===== src/rtl/game_level_ctrl.sv =====
// game_level_ctrl: level/round/guess/timer progression for the number-guessing
// game. It owns the wrong-guess counter, the round counter and the per-level
// countdown, and decodes the status outputs from registered state only.
//
// Inputs are sampled on the rising clock edge:
//   - confirm is a level signal. A guess is its rising edge, found by comparing
//     it with the value registered on the previous cycle.
//   - tick is a one-cycle pulse per second.
//   - guess_ok is only looked at in the cycle in which a press is detected.
module game_level_ctrl #(
  parameter int NUM_LEVELS       = 3,
  parameter int ROUNDS_PER_LEVEL = 4,
  parameter int BASE_GUESSES     = 3,
  parameter int BASE_TIME        = 30,
  parameter int TIMER_W          = 7,
  localparam int LVL_W = ($clog2(NUM_LEVELS + 1) > 1) ? $clog2(NUM_LEVELS + 1) : 1,
  localparam int RND_W = $clog2(ROUNDS_PER_LEVEL + 1),
  localparam int GW    = $clog2(BASE_GUESSES + NUM_LEVELS)
) (
  input  logic               clk,
  input  logic               restart,
  input  logic               tick,
  input  logic               confirm,
  input  logic               guess_ok,
  output logic [LVL_W-1:0]   level,
  output logic [LVL_W-1:0]   max_digit,
  output logic [RND_W-1:0]   round,
  output logic [GW-1:0]      guesses_left,
  output logic [TIMER_W-1:0] time_left,
  output logic [1:0]         WINorLOSE,
  output logic               level_up
);

  typedef enum logic [1:0] {
    S_PLAY     = 2'd0,
    S_LEVEL_UP = 2'd1,
    S_WIN      = 2'd2,
    S_LOSE     = 2'd3
  } state_t;

  localparam logic [TIMER_W-1:0] BASE_T     = TIMER_W'(BASE_TIME);
  localparam logic [RND_W-1:0]   RND_MAX    = RND_W'(ROUNDS_PER_LEVEL);
  localparam logic [LVL_W-1:0]   LAST_LEVEL = LVL_W'(NUM_LEVELS - 1);

  state_t               state_q, state_d;
  logic [LVL_W-1:0]     level_q, level_d;
  logic [RND_W-1:0]     round_q, round_d;
  logic [GW-1:0]        wrong_q, wrong_d;
  logic [TIMER_W-1:0]   time_q, time_d;
  logic                 confirm_q, confirm_d;

  logic                 press;
  logic [GW-1:0]        guess_limit;
  logic                 cleared;
  logic                 out_of_guesses;
  logic                 timeout;

  assign press       = confirm & ~confirm_q;
  assign guess_limit = GW'(BASE_GUESSES) + GW'(level_q);
  assign confirm_d   = confirm;

  // State register: every flop clears at once when restart goes low.
  always_ff @(posedge clk or negedge restart) begin
    if (!restart) begin
      state_q   <= S_PLAY;
      level_q   <= '0;
      round_q   <= '0;
      wrong_q   <= '0;
      time_q    <= BASE_T;
      confirm_q <= 1'b0;
    end else begin
      state_q   <= state_d;
      level_q   <= level_d;
      round_q   <= round_d;
      wrong_q   <= wrong_d;
      time_q    <= time_d;
      confirm_q <= confirm_d;
    end
  end

  // Next state and counters. A press and a tick in the same cycle both update
  // their counters; clearing the level beats a simultaneous timeout.
  always_comb begin
    state_d        = state_q;
    level_d        = level_q;
    round_d        = round_q;
    wrong_d        = wrong_q;
    time_d         = time_q;
    cleared        = 1'b0;
    out_of_guesses = 1'b0;
    timeout        = 1'b0;
    case (state_q)
      S_PLAY: begin
        if (press) begin
          if (guess_ok) begin
            round_d = round_q + RND_W'(1);
            cleared = (round_d == RND_MAX);
          end else begin
            wrong_d        = wrong_q + GW'(1);
            out_of_guesses = (wrong_d == guess_limit);
          end
        end
        // The countdown never goes below zero, even on an unexpected tick.
        if (tick && (time_q != '0)) begin
          time_d  = time_q - TIMER_W'(1);
          timeout = (time_d == '0);
        end
        if (cleared) begin
          state_d = (level_q == LAST_LEVEL) ? S_WIN : S_LEVEL_UP;
        end else if (timeout || out_of_guesses) begin
          state_d = S_LOSE;
        end
      end
      S_LEVEL_UP: begin
        // Load the next level's budgets; presses and ticks are dropped here.
        level_d = level_q + LVL_W'(1);
        round_d = '0;
        wrong_d = '0;
        time_d  = BASE_T * (TIMER_W'(level_q) + TIMER_W'(2));
        state_d = S_PLAY;
      end
      default: begin
        // WIN and LOSE hold everything until restart.
      end
    endcase
  end

  // Output decode from registered state only.
  always_comb begin
    level_up  = 1'b0;
    WINorLOSE = 2'b11;
    max_digit = level_q + LVL_W'(1);
    case (state_q)
      S_LEVEL_UP: level_up = 1'b1;
      S_WIN: begin
        WINorLOSE = 2'b01;
        max_digit = '0;
      end
      S_LOSE: begin
        WINorLOSE = 2'b00;
        max_digit = '0;
      end
      default: begin
      end
    endcase
  end

  assign level        = level_q;
  assign round        = round_q;
  assign time_left    = time_q;
  assign guesses_left = guess_limit - wrong_q;

endmodule


===== config.mk =====
export PLATFORM = sky130hd
export DESIGN_NAME = game_level_ctrl
export DESIGN_NICKNAME = d
export VERILOG_FILES = /design/src/rtl/game_level_ctrl.sv
export SDC_FILE = /design/constraint.sdc
export NUM_CORES = 1
export LEC_CHECK = 0
export ABC_AREA = 1
export ABC_CLOCK_PERIOD_IN_PS = 4700
export BUFFER_PORTS_ARGS = -buffer_cell sky130_fd_sc_hd__buf_2
export CAP_MARGIN = 30
export CORE_MARGIN = 8
export CORE_UTILIZATION = 34
export CTS_BUF_LIST = sky130_fd_sc_hd__clkbuf_16
export DETAILED_ROUTE_END_ITERATION = 8
export GPL_ROUTABILITY_DRIVEN = 0
export SLEW_MARGIN = 30
export SYNTH_ARGS = -nofsm -noshare
export SYNTH_HDL_FRONTEND = slang
export SYNTH_SLANG_ARGS = --single-unit

===== constraint.sdc =====
create_clock -name clk -period 4.7 [get_ports clk]
set_clock_uncertainty 0.15 [all_clocks]
set_input_delay 0.94 -clock clk [delete_from_list [all_inputs] [get_ports clk]]
set_output_delay 0.94 -clock clk [all_outputs]
set_load 0.02 [all_outputs]

-- Yosys cells after proc, flatten, opt, wreduce, memory -nomap -nowiden
Cells that the tools add are included.
- output and inout bits: 20
- flip-flop bits (word level): 18
- input port bits: 5
- word-level logic and storage cells: 61
- multiplexer cells: 23
- reductions and logical operators: 11
- multiply operators: 1
- $add $sub $neg: 7
- equal/unequal tests: 11
- bitwise operators: 2
- operators by type and width (operator ; number):
    $pmux W7 S2 ; 1
    $mux W3 ; 4
    $pmux W3 S2 ; 2
    $mux W1 ; 9
    $mux W2 ; 4
    $ne A2 B2 Y1 const B ; 4
    $pmux W2 S2 ; 2
    $logic_not A7 Y1 ; 1
    $mux W7 ; 1
    $reduce_bool A7 Y1 ; 1
    $sub A7 B1 Y7 const B ; 1
    $add A3 B1 Y3 const B ; 2
    $eq A2 B2 Y1 const B ; 3
    $mul A4 B3 Y6 const A ; 1
    $reduce_and A3 Y1 ; 2
    $reduce_and A2 Y1 ; 2
    $add A2 B2 Y3 const A ; 1
    $add A2 B2 Y3 const B ; 1
    $eq A3 B3 Y1 ; 1
    $eq A3 B3 Y1 const B ; 1
    $ne A3 B3 Y1 const B ; 1
    $sub A3 B3 Y3 ; 1
    $add A2 B1 Y2 const B ; 1
    $eq A2 B1 Y1 const B ; 1
    other kinds (7) ; 7

-- Depth between registers and ports, before layout
Gate-level depths: netlist of the first run.
- depth after elaboration: 9
- gate-level depth with buffers: 11
- mapped depth without buffers: 11

-- Worst setup path after synthesis of the first run
OpenSTA, ideal clock, no wires.
- kind: reg-to-output
- start: register level_q[0] (netlist: level[0])
- end: output port guesses_left[2]
- arrival time: 1.780 ns
- slack: 1.830 ns
- path buffers: 0
- cell stages (with the launch flop): 6
- required time: 3.610 ns
- cell sequence: dfrtp_1 -> inv_1 -> ha_1 -> inv_1 -> fa_1 -> xor2_1
- word-level cells in the longest chain between the ends: 2
- ends and longest elaborated chain (item ; line ; RTL):
    from (decl) ; 46 ; logic [LVL_W-1:0] level_q, level_d;
    from (signal assigned) ; 73 ; level_q <= level_d;
    $add A2 B2 Y3 ; 59 ; assign guess_limit = GW'(BASE_GUESSES) + GW'(level_q);
    net guess_limit[0] ; 53 ; logic [GW-1:0] guess_limit;
    $sub A3 B3 Y3 ; 151 ; assign guesses_left = guess_limit - wrong_q;
    to (decl) ; 28 ; output logic [GW-1:0] guesses_left,
The timed path passes the listed nets, and every way through them passes these cells.

-- Worst setup path in the final report of the first run
Ends and elaborated chain as after synthesis.

==> flow_summary.toml, run 1 <==
[power_and_ir_drop]
ir_worst_vdd_mv = 0.0938
power_w = 0.000332
p_leak_nw = 0.731
p_per_area_nw_per_um2 = 223

[finish]
nFillCells = 375
fin_nets = 200
syn_to_final_growth_pct = 18.1
n_antenna_cell = 0
drive_above_1_share = 0.290

[routing]
drtIter0Drc = 67
dr_wl_met2_mm = 1.31
top_layer = "met4"
post_drt_wl_per_cell_microns = 11.5
route.met3.wl_microns = 125
ant_nets = 0
wirelength_mm = 2.66
met1_length_mm = 1.19
drt_pass1_iterations = 4
via_per_inst = 4.48
route.detailed.drc = 0
num_vias = 1036

[sta]
fin_setup_tns_ps = 0
rsz0062_at_grt = "no"
timing.fmax_mhz = 331
timing.slew.headroom = 0.716
final_max_slew_viol_count = 0
setup_violations = 0
setup_slack_ps = 1670
finalHoldViolations = 0
fin_crit_ps = 3030
timing.final.crit_share = 0.644
worst_pin_slew_ps = 426

[global_route]
grt_overflow = 0
grt_pass1_wl_mm = 4.77
gr-usage-all-layers = 0.0974
grt_pass1_vias = 1057
grt_max_degree = 19
grt_antenna_before_repair = 0

[flow_run]
cap_viol_max_count = 0

[worst_setup_path]
reg2reg_depth = 7
slowest_stage = "dfrtp_1"
r2r_end = "time_left[6]"
path_buf_inv = 3
cp_common_cell = "inv_1"
max_stage_delay_ps = 480
r2r_start = "time_left[0]"
crit_path_end_kind = "output port"
reg2reg_slack_ps = 2840
cp.required_ps = 3610
worstPathArrival_ps = 1940
worstSetupPathType = "flop to output port"
path_delay_family = "adder cells"
cp_cell_sequence = "inv_1 > ha_1 > inv_1 > fa_1 > xor2_1 > buf_2"
crit_path_start_kind = "flop"
critical_path.max_fanout = 8

[logic_synthesis]
synth_top_area_share = 0.277
synth_common_cells = "nand2_1, inv_1, nor2_1"
synthArstFlopShare = 1.00
yosysSeqAreaShare = 0.360
ys_seq_elements = 18
synth_most_common_cell = "nand2_1"
syn_inst = 158
syn_area_sq_um = 1260
synth_edf_count = 0
synth_top_area_cell = "dfrtp_1"
synthTopCellsByArea = "dfrtp_1, nand2_1, ha_1"
synthDistinctLibCells = 30
synth_ff_type = "dfrtp_1"
syn-mean-instance-area_sq_um = 8.00
synth_fp_nets = 174
yosysWarnings = 0

[die]
io_pins = 25
coreArea_sq_um = 3610
die_w_microns = 77.0
num_rows = 22
die_area_sq_um = 5920
start_util = 0.350
die_h_microns = 77.0

[hold_path]
hp-start = "wrong_q[0]"
hold_end = "wrong_q[0]"
whs_path_depth = 1
hold_class = "flop to flop"

[clock_network]
cts_tree = "yes"
clk_latency_ps = 250
cts_buffer_depth = 2
cts_made_buffers = 3
hold_buffers = 0
cts_max_level = 1
cts_setup_buffers = 0
cts_resized = 0
root_buffer = "clkbuf_16"
clock-sinks = 18
cts.clk_slew.worst_paths_ps = 50

[place]
dp_slack_ps = 1920
dp_hpwl_mm = 2.06
io_buffers = 24

[run_status]
outcome = "finished, final reports clean"
## state kept, by name, indices dropped and copies added, names as in the netlist
signal / count
wrong_q: 3
confirm_q: 1
state_q: 2
time_left: 7
round: 3
level: 2
## cell usage in the layout (no fill, tap or decap), types with 2 or more instances in the layout
cell	netlist	routed
ha_1	10	10
buf_2	0	24
o21ai_2	4	4
dfrtp_1	14	14
nor2_2	5	5
o21ai_1	3	3
nand2_2	3	3
dfstp_2	4	4
nor2_1	16	16
inv_2	2	2
nand3_1	10	10
xnor2_1	2	2
o21ai_0	5	5
a21oi_1	7	7
clkbuf_16	0	3
nand2_1	35	35
inv_1	22	22
## through the flow
step | hold WS [ps] | instance area (sq um) | cells | utilization
2_1_floorplan | 314 | 1260 | 158 | -
3_3_place_gp | 341 | 1410 | 227 | 0.392
3_5_place_dp | 351 | 1410 | 227 | 0.392
4_1_cts | 358 | 1490 | 231 | 0.414
5_1_grt | 379 | 1490 | 231 | 0.414
6_report | 357 | 1490 | 231 | 0.414
## cell families after synthesis
| kind of cell | count (synthesis) | synth area share |
|---|---|---|
| AOI/OAI and AO/OA | 24 | 0.131 |
| xor gates and xnor gates | 3 | 0.0208 |
| adders and majority gates | 11 | 0.115 |
| buffers and inverters | 28 | 0.100 |
| DFF | 18 | 0.360 |
| and+or+nand+nor | 74 | 0.273 |
## worst max path at each step
| stage | from | to | slack, ps | cells past startpoint |
|---|---|---|---|---|
| final | level[0] | guesses_left[2] | 1670 | 6 |
| after global routing | level[0] | guesses_left[2] | 1520 | 6 |
| after CTS | level[0] | guesses_left[2] | 1660 | 6 |
| after detailed placement | level[0] | guesses_left[2] | 1920 | 6 |
| after global placement | level[0] | guesses_left[2] | 1970 | 6 |
| after floorplan | level[0] | guesses_left[2] | 1830 | 5 |
## worst register-to-register path, cell delays in order (launching register included)
cell and delay [ps]:
dfrtp_1 390, inv_1 200, ha_1 290, nand3_4 120, o21bai_4 140, nand2_2 210, nor2_1 180, a31oi_2 40
## final cells by class
type / count / area [sq um] / share of cell area
clock inverter: 1 / 3.75 / 0.00251
sequential: 18 / 455 / 0.305
inverter: 25 / 96.3 / 0.0645
tap: 48 / 60.1 / 0.0402
timing repair buffer: 24 / 120 / 0.0805
clock buffer: 3 / 75.1 / 0.0503
multi-input combinational: 112 / 682 / 0.457
## where the power goes
group          switching (W)  internal [W]
Sequential       0.000000138      0.000156
Clock              0.0000568      0.000113
Combinational     0.00000500    0.00000162
## per-layer routing
layer,GRT usage,vias up
met4,0.0462,0
li1,-,551
met3,0.0245,2
met2,0.161,14
met5,0,-
met1,0.114,469
Note: power is estimated with default switching activity, not from simulation.
==> run 2, diff against run 1 <==
--- a/config.mk
+++ b/config.mk
@@ -5,8 +5,8 @@
 export SDC_FILE = /design/constraint.sdc
 export NUM_CORES = 1
 export LEC_CHECK = 0
-export ABC_AREA = 1
-export ABC_CLOCK_PERIOD_IN_PS = 4700
+export ABC_AREA = 0
+export ABC_CLOCK_PERIOD_IN_PS = 2600
 export BUFFER_PORTS_ARGS = -buffer_cell sky130_fd_sc_hd__buf_2
 export CAP_MARGIN = 30
 export CORE_MARGIN = 8
==> constraint.sdc (replaced) <==
create_clock -name clk -period 2.6 [get_ports clk]
set_clock_uncertainty 0.15 [all_clocks]
set_input_delay 0.52 -clock clk [delete_from_list [all_inputs] [get_ports clk]]
set_output_delay 0.52 -clock clk [all_outputs]
set_load 0.02 [all_outputs]
==> flow_summary.toml, run 2 <==
[run_status]
outcome = "finished, final reports clean"

[logic_synthesis]
ys_seq_elements = 18
synth_most_common_cell = "dfrtp_1"
synth_top_area_cell = "dfrtp_1"
synthArstFlopShare = 1.00
synthDistinctLibCells = 38
yosysWarnings = 0
synthTopCellsByArea = "dfrtp_1, ha_1, dfstp_2"
synth_compound_area_frac = 0.0883
syn-mean-instance-area_sq_um = 10.3
synth_fp_nets = 126
syn_inst = 110
synth_common_cells = "dfrtp_1, nor2_1, inv_1"
synthAdderAreaFrac = 0.128
synth_simple_gate_area_frac = 0.184
yosys.area_share.xor_xnor = 0.114
synth_edf_count = 0
synth_ff_type = "dfrtp_1"
synth_top_family_by_area = "simple AND/OR/NAND/NOR gates"
muxShareOfSynthArea = 0.0364
synth_top_area_share = 0.309
syn_area_sq_um = 1130
yosysSeqAreaShare = 0.402

[clock_network]
clk_latency_ps = 250
cts_made_buffers = 3
cts.clk_slew.worst_paths_ps = 50
root_buffer = "clkbuf_16"
clock-sinks = 18
cts_max_level = 1
cts_buffer_depth = 2
cts_tree = "yes"
cts_resized = 0

[finish]
n_antenna_cell = 0
drive_above_1_share = 0.288
finalNonFillerCells = 185
largest_reg_flops = 7
fin_nets = 156
final_common_cell = "buf_2"
final_cell_mix = "buf_2, dfrtp_1, nor2_1"
syn_to_final_growth_pct = 23.8

[place]
dp_cells = 180
io_buffers = 24
dp_hpwl_mm = 1.95

[routing]
dr_wl_met2_mm = 1.25
drt_pass1_iterations = 4
via_per_inst = 4.77
met1_length_mm = 1.12
route.met3.wl_microns = 99
route.detailed.drc = 0
top_layer = "met4"
ant_nets = 0
post_drt_wl_per_cell_microns = 13.6
num_vias = 882
wirelength_mm = 2.52
drtIter0Drc = 27

[die]
start_util = 0.348
io_pins = 25
coreArea_sq_um = 3260
die_area_sq_um = 5440
die_h_microns = 73.7
die_w_microns = 73.7
num_rows = 21

[sta]
final_max_slew_viol_count = 0
timing.hold.ws_ps = 45.7
fin_setup_tns_ps = 0
fin_crit_ps = 2470
timing.final.crit_share = 0.949
setup_violations = 0
worst_pin_slew_ps = 782
finalHoldViolations = 0
timing.fmax_mhz = 405
rsz0062_at_grt = "no"
timing.slew.headroom = 0.472

[power_and_ir_drop]
pwr-share-seq = 0.453
internal_power_w = 0.000502
ir_worst_vdd_mv = 0.278
p_comb_frac = 0.054
clockPowerShare = 0.493
power_w = 0.000633
switchingPower_w = 0.000131
swShare = 0.207
p_per_area_nw_per_um2 = 451
p_leak_nw = 0.692

[worst_setup_path]
worstPathArrival_ps = 1800
cp_common_cell = "inv_1"
path_buf_inv = 3
slowest_stage = "fa_1"
crit_path_start_kind = "flop"
path_delay_family = "adder cells"
critical_path.max_fanout = 4
crit_path_end_kind = "output port"
worstSetupPathType = "flop to output port"
max_stage_delay_ps = 380
cp.required_ps = 1930
cp_cell_sequence = "inv_1 > ha_1 > inv_1 > fa_1 > xnor2_1 > buf_2"

[global_route]
gr-usage-all-layers = 0.106
grt_max_degree = 19
grt_antenna_before_repair = 0
grt_pass1_vias = 935
grt_overflow = 0
grt_pass1_wl_mm = 4.42

[flow_run]
cap_viol_max_count = 0

[hold_path]
hold_class = "input port to async pin"
-- run 2: changes by cell type after synthesis, sizes merged, moves of 3 or more --
cell / previous run / this run
nand2: 38 / 5
mux2i: 0 / 3
a211oi: 0 / 3
a21oi: 8 / 2
inv: 25 / 12
nor2: 22 / 13
xnor2: 2 / 9
nand3: 12 / 2
o21ai: 12 / 4
and3: 0 / 3
-- run 2: stage by stage --
| stage | utilization | cell area [sq um] | setup slack (ps) |
|---|---|---|---|
| after floorplan | - | 1130 | 83.1 |
| after global placement | 0.404 | 1320 | 406 |
| after detailed placement | 0.404 | 1320 | 350 |
| after CTS | 0.429 | 1400 | 71.1 |
| after global routing | 0.431 | 1400 | 26.2 |
| final | 0.431 | 1400 | 132 |
-- run 2: power groups by stage --
stage	clock [W]	combinational [W]	sequential (W)
2_1_floorplan	0	0.0000191	0.000292
3_3_place_gp	0	0.0000346	0.000291
3_5_place_dp	0	0.0000350	0.000291
4_1_cts	0.000321	0.0000352	0.000287
5_1_grt	0.000332	0.0000391	0.000287
6_report	0.000312	0.0000340	0.000287
-- run 2: layer usage --
layer	vias up	GRT usage
li1	437	-
met1	426	0.124
met2	15	0.172
met3	4	0.0232
met4	0	0.0599
met5	-	0
-- run 2: path summary, 6_finish.rpt --
check	slack (ps)	start	to	cells after the start
min in group clk	250	confirm	confirm_q	1
hold / removal	50	restart	wrong_q[0]	1
setup / recovery	130	level[0]	guesses_left[2]	6
hold reg to reg	360	state_q[0]	state_q[1]	1
max in group asynchronous	1920	restart	time_left[4]	1
setup reg to reg	590	time_left[1]	time_left[1]	6
-- run 2: cells by family after synthesis --
family                   count (synthesis)
XOR/XNOR                                13
buffers and inverters                   14
AND/OR/NAND/NOR                         36
AO/OA/AOI/OAI                           14
adder cells (fa/ha/maj)                 11
flip-flops                              18
multiplexers                             4
-- run 2: layout make-up --
type / count / area, sq um
Tap cell: 46 / 57.6
Timing Repair Buffer: 27 / 143
Inverter: 12 / 45.0
Fill cell: 339 / 1850
Sequential cell: 18 / 455
Multi-Input combinational cell: 78 / 624
Clock buffer: 3 / 75.1
Clock inverter: 1 / 3.75
-- run 2: worst register-to-register path, cell delays in order, from the launching register on --
cell	delay (ps)
dfstp_2	540
inv_1	70
ha_1	240
nor3b_2	200
a21oi_1	360
mux2i_1	120
mux2_2	270
-- run 2: repair_timing --
| action | 4_1_cts | 5_1_grt |
|---|---|---|
| buffers inserted | 0 | 1 |
| setup endpoints to repair | 0 | 1 |
| hold buffers | 0 | 0 |
